[config.mk]
export PLATFORM = sky130hd
export DESIGN_NAME = img_window_gen
export DESIGN_NICKNAME = d
export VERILOG_FILES = /design/src/rtl/img_window_gen.sv
export SDC_FILE = /design/constraint.sdc
export NUM_CORES = 2
export LEC_CHECK = 0
export ABC_AREA = 1
export CORE_ASPECT_RATIO = 1.4
export CORE_MARGIN = 2
export CORE_UTILIZATION = 40
export CTS_CLUSTER_DIAMETER = 30
export DETAILED_ROUTE_END_ITERATION = 10
export MAX_ROUTING_LAYER = met4
export REMOVE_ABC_BUFFERS = 1
export SYNTH_ARGS = -nofsm -noshare
export SYNTH_HDL_FRONTEND = slang
export SYNTH_SLANG_ARGS = --single-unit
[constraint.sdc]
create_clock -name CLK -period 4.4 [get_ports CLK]
set_input_delay 1.32 -clock CLK [delete_from_list [all_inputs] [get_ports CLK]]
set_output_delay 1.32 -clock CLK [all_outputs]
set_load 0.05 [all_outputs]
[src/rtl/img_window_gen.sv]
// Sliding 5x5 window generator: streams a row-major image through K-1 line buffers and a
// KxK shift window, emitting one {X, Y, IMGIN} per handshake. Optional macro: IMGWIN_BIN_EN.
module img_window_gen #(
  parameter int IMG_W  = 28,
  parameter int IMG_H  = 28,
  parameter int K      = 5,
  parameter int PW     = 8,
  parameter int THRESH = 128
) (
  input  logic              CLK,
  input  logic              nRST,
  input  logic              START,
  input  logic [PW-1:0]     PIXIN,
  input  logic              PIX_VALID,
  output logic              PIX_READY,
  input  logic              WIN_READY,
  output logic              WIN_VALID,
  output logic [4:0]        X,
  output logic [4:0]        Y,
  output logic [K*K*PW-1:0] IMGIN,
  output logic              BUSY,
  output logic              FRAME_DONE
);

  localparam int CW = $clog2(IMG_W);
  localparam int RW = $clog2(IMG_H);

`ifdef IMGWIN_BIN_EN
  localparam bit BIN_EN = 1'b1;
`else
  localparam bit BIN_EN = 1'b0;
`endif

  typedef enum logic [1:0] {S_IDLE, S_LOAD, S_DRAIN} state_t;

  state_t                    state_q, state_d;
  logic [CW-1:0]             col_q, col_d;
  logic [RW-1:0]             row_q, row_d;
  logic                      win_valid_q, win_valid_d;
  logic [4:0]                x_q, x_d;
  logic [4:0]                y_q, y_d;
  logic                      frame_done_q, frame_done_d;
  logic [K*K-1:0][PW-1:0]    win_q;
  logic [K-1:0][PW-1:0]      col_v;
  logic [PW-1:0]             pix_bin;
  logic [PW-1:0]             pix_store;
  logic                      pix_accept;
  logic                      win_cond;

  assign pix_bin    = (PIXIN >= PW'(THRESH)) ? {PW{1'b1}} : {PW{1'b0}};
  assign pix_store  = BIN_EN ? pix_bin : PIXIN;
  assign PIX_READY  = (state_q == S_LOAD) && (!win_valid_q || WIN_READY);
  assign pix_accept = PIX_VALID && PIX_READY;
  assign win_cond   = (row_q >= RW'(K-1)) && (col_q >= CW'(K-1));

  // Column vector for the current column: oldest row at index 0, incoming pixel at K-1.
  assign col_v[K-1] = pix_store;

  genvar gi;
  generate
    for (gi = 0; gi < K-1; gi++) begin : g_lb
      logic [PW-1:0] mem_q [IMG_W];
      assign col_v[gi] = mem_q[col_q];
      always_ff @(posedge CLK or negedge nRST) begin
        if (!nRST) begin
          for (int a = 0; a < IMG_W; a++) mem_q[a] <= '0;
        end else if (pix_accept) begin
          mem_q[col_q] <= col_v[gi+1];
        end
      end
    end
  endgenerate

  always_ff @(posedge CLK or negedge nRST) begin
    if (!nRST) begin
      win_q <= '0;
    end else if (pix_accept) begin
      for (int i = 0; i < K; i++) begin
        for (int j = 0; j < K-1; j++) win_q[i*K+j] <= win_q[i*K+j+1];
        win_q[i*K+K-1] <= col_v[i];
      end
    end
  end

  always_ff @(posedge CLK or negedge nRST) begin
    if (!nRST) begin
      state_q      <= S_IDLE;
      col_q        <= '0;
      row_q        <= '0;
      win_valid_q  <= 1'b0;
      x_q          <= '0;
      y_q          <= '0;
      frame_done_q <= 1'b0;
    end else begin
      state_q      <= state_d;
      col_q        <= col_d;
      row_q        <= row_d;
      win_valid_q  <= win_valid_d;
      x_q          <= x_d;
      y_q          <= y_d;
      frame_done_q <= frame_done_d;
    end
  end

  always_comb begin
    state_d      = state_q;
    col_d        = col_q;
    row_d        = row_q;
    win_valid_d  = win_valid_q;
    x_d          = x_q;
    y_d          = y_q;
    frame_done_d = 1'b0;

    case (state_q)
      S_IDLE: begin
        if (START) begin
          state_d = S_LOAD;
          col_d   = '0;
          row_d   = '0;
        end
      end
      S_LOAD: begin
        if (pix_accept) begin
          if (col_q == CW'(IMG_W-1)) begin
            col_d = '0;
            if (row_q != RW'(IMG_H-1)) row_d = row_q + RW'(1);
            else                       state_d = S_DRAIN;
          end else begin
            col_d = col_q + CW'(1);
          end
        end
      end
      S_DRAIN: begin
        if (win_valid_q && WIN_READY &&
            x_q == 5'(IMG_H-K) && y_q == 5'(IMG_W-K)) begin
          state_d      = S_IDLE;
          frame_done_d = 1'b1;
        end
      end
      default: state_d = S_IDLE;
    endcase

    // An accept implies any pending window is handshaking this cycle, so it is safe to overwrite.
    if (pix_accept) begin
      win_valid_d = win_cond;
      if (win_cond) begin
        x_d = 5'(row_q - RW'(K-1));
        y_d = 5'(col_q - CW'(K-1));
      end
    end else if (WIN_READY) begin
      win_valid_d = 1'b0;
    end
  end

  assign WIN_VALID  = win_valid_q;
  assign X          = x_q;
  assign Y          = y_q;
  assign IMGIN      = win_q;
  assign BUSY       = (state_q != S_IDLE);
  assign FRAME_DONE = frame_done_q;

endmodule
==> metrics <==
number of flops mapped to enable cells by yosys=0; Peak VDD IR=0.577 mV; share of the yosys chip area belonging to registers=0.523; Hold-fix buffers, CTS=0; CP max-delay cell=clkdlybuf4s50_1; CTS H-tree lvls=4; RSZ-0062 raised after global routing=false; die height=437 um; synth-to-layout area growth=17.8%; placed cell count=9071; ys async rst share=1.00; clock sinks=1120; post-synth cell types=31; largest net degree at the start of global routing=190; Post-Place Worst Slack=625 ps; total CTS buffers=168; total grt overflow=0; Worst Setup End Kind=primary output; DRT iter0 DRCs=3951; die width=313 um; LEAKAGE=34.4 nW; layout cells sized above 1=0.0677; vias=46000; Fmax achieved=0.286 GHz; WL/cell=17.0 um; # setup viols final=0; vias in the first global route=44900; Boundary Pins=227; final hold slack=473 ps; share of the synthesized area in the top cell type=0.523; Post-CTS Resized=0; CP Cell Sequence=clkdlybuf4s50_1 > inv_1 > a21oi_1 > buf_4; final setup skew=29.9 ps; HP Class=flip-flop to flip-flop; GPL Wtd Cong=0.834; drt drc=0; min setup slack post-route=900 ps; Final ANT Viol Nets=0; dpl hpwl=95000 um; Final nets=7508; Critical Path AT=2180 ps; Reg clk slew, reported paths=50 ps; final hold vios=0; most numerous cell in the Yosys netlist=nand2_1; Data required, critical path=3080 ps; die area=137000 um2; DRT Pass-1 Iters=6; PortBufs=226; initial antenna violation count=2; fin crit period=3500 ps; synth cell count leaders=4252 x nand2_1, 1120 x dfrtp_1, 624 x inv_1, 411 x nand3_1, 235 x o21ai_0; CTS Buffer Depth=3; Setup CP Type=input pin to primary output; max cap viols=0; Slew Viols, Final=0; dominant synthesized flop cell=dfrtp_1; Startpoint Class=input pin; Global Route Usage Sum=0.242; maximum fanout along the worst path=2; via/cell ratio=4.90; leading area contributor after synthesis=dfrtp_1; final core area utilization=0.476; slowest stage delay, CP=480 ps; Setup TNS=0 ps; Non-Filler Instances=9386; fin crit share=0.796; run status=finished clean; mapped cell area=53500 um2; core area=133000 um2; Worst-Margin Slew=1030 ps; YS warnings=0; clk root buf=clkbuf_16; later-pin clock latency in the skew report=790 ps; first-pass GRT wire length=256000 um; Power Density=828 nW/um2; number of setup buffers added after CTS=0; FF+latch count, synth=1120; leading post-synthesis cells by cell area=dfrtp_1 52%, nand2_1 30%, inv_1 4.4%, nand3_1 3.8%, o21ai_0 2.2%; Cells after Synth=7412; CTS tree=done; syn_area_per_cell=7.22 um2; Slew HR=0.313; FP Rows=158; total wire length=160000 um; Initial Util=0.404
-- kinds of logic after synthesis --
kind of cell / Yosys count / share of synthesized area
flops: 1120 / 0.523
compound gates: 327 / 0.0311
xor+xnor: 3 / 0.000491
buf+inv: 1132 / 0.0915
simple gates: 4816 / 0.350
fa+ha+maj: 14 / 0.00327
-- stage by stage --
step	power (mW)	cell area (um2)
6_report	52.3	63100
3_5_place_dp	38.4	57200
5_1_grt	55.6	63100
4_1_cts	52.5	63100
2_1_floorplan	29.4	51100
3_3_place_gp	38.1	57200
-- power by group --
part / switching, mW / internal, mW
clock network: 5.21 / 8.62
registers: 2.29 / 14.0
logic: 15.7 / 6.38
total: 23.2 / 29.0
-- cell type report --
cell class | count | area [um2]
fillers | 13000 | 69600
multi-input cells | 5160 | 20600
clock buffers | 206 | 4650
repair buffers | 379 | 3850
clock inverters | 107 | 1230
diodes | 2 | 5.00
well taps | 1760 | 2200
flip-flops and latches | 1120 | 28000
inverters | 652 | 2470
-- state kept, by name (all words and copies together) (netlist names) --
name,count
X,5
IMGIN,200
WIN_VALID,1
FRAME_DONE,1
state_q,2
col_q,5
g_lb.mem_q,896
row_q,5
Y,5
-- critical path: cells and delay by family --
kind | cells | cell delay, ps
buf+inv | 3 | 750
compound gates | 1 | 120
-- routing by layer --
layer / track usage / share of wire / vias up
met4: 0.0767 / 0.027 / 0
met5: - / 0 / -
met3: 0.0337 / 0.057 / 284
li1: - / - / 22300
met1: 0.307 / 0.43 / 22100
met2: 0.399 / 0.48 / 1327
-- layout by cell type, fill, tap and decap left out, drive strengths merged --
cell type	n
inv	682
clkdlybuf4s50	224
o22ai	1
nor3	10
buf	155
clkinvlp	18
dfrtp	1120
a21boi	10
nor4	1
xnor2	1
xor2	2
a21oi	27
nor2	123
nand3	412
o211ai	1
nand2	4267
clkbuf	206
clkinv	42
bufinv	17
ha	14
nand4	2
o21ai	288
diode	2
nor3b	1
-- final timing paths --
kind                            from            endpoint  cells after the start  slack [ps]
max                        WIN_READY           PIX_READY                      4         900
min                        IMGIN[44]           IMGIN[44]                      2         470
max reg2reg                 col_q[0]   g_lb[2].mem_q[86]                     12        1110
min reg2reg                IMGIN[44]           IMGIN[44]                      2         470
max in group asynchronous       nRST  g_lb[0].mem_q[111]                      2        2730
min in group asynchronous       nRST  g_lb[3].mem_q[123]                      1         530
No activity file was read; power rests on OpenSTA's default activity.
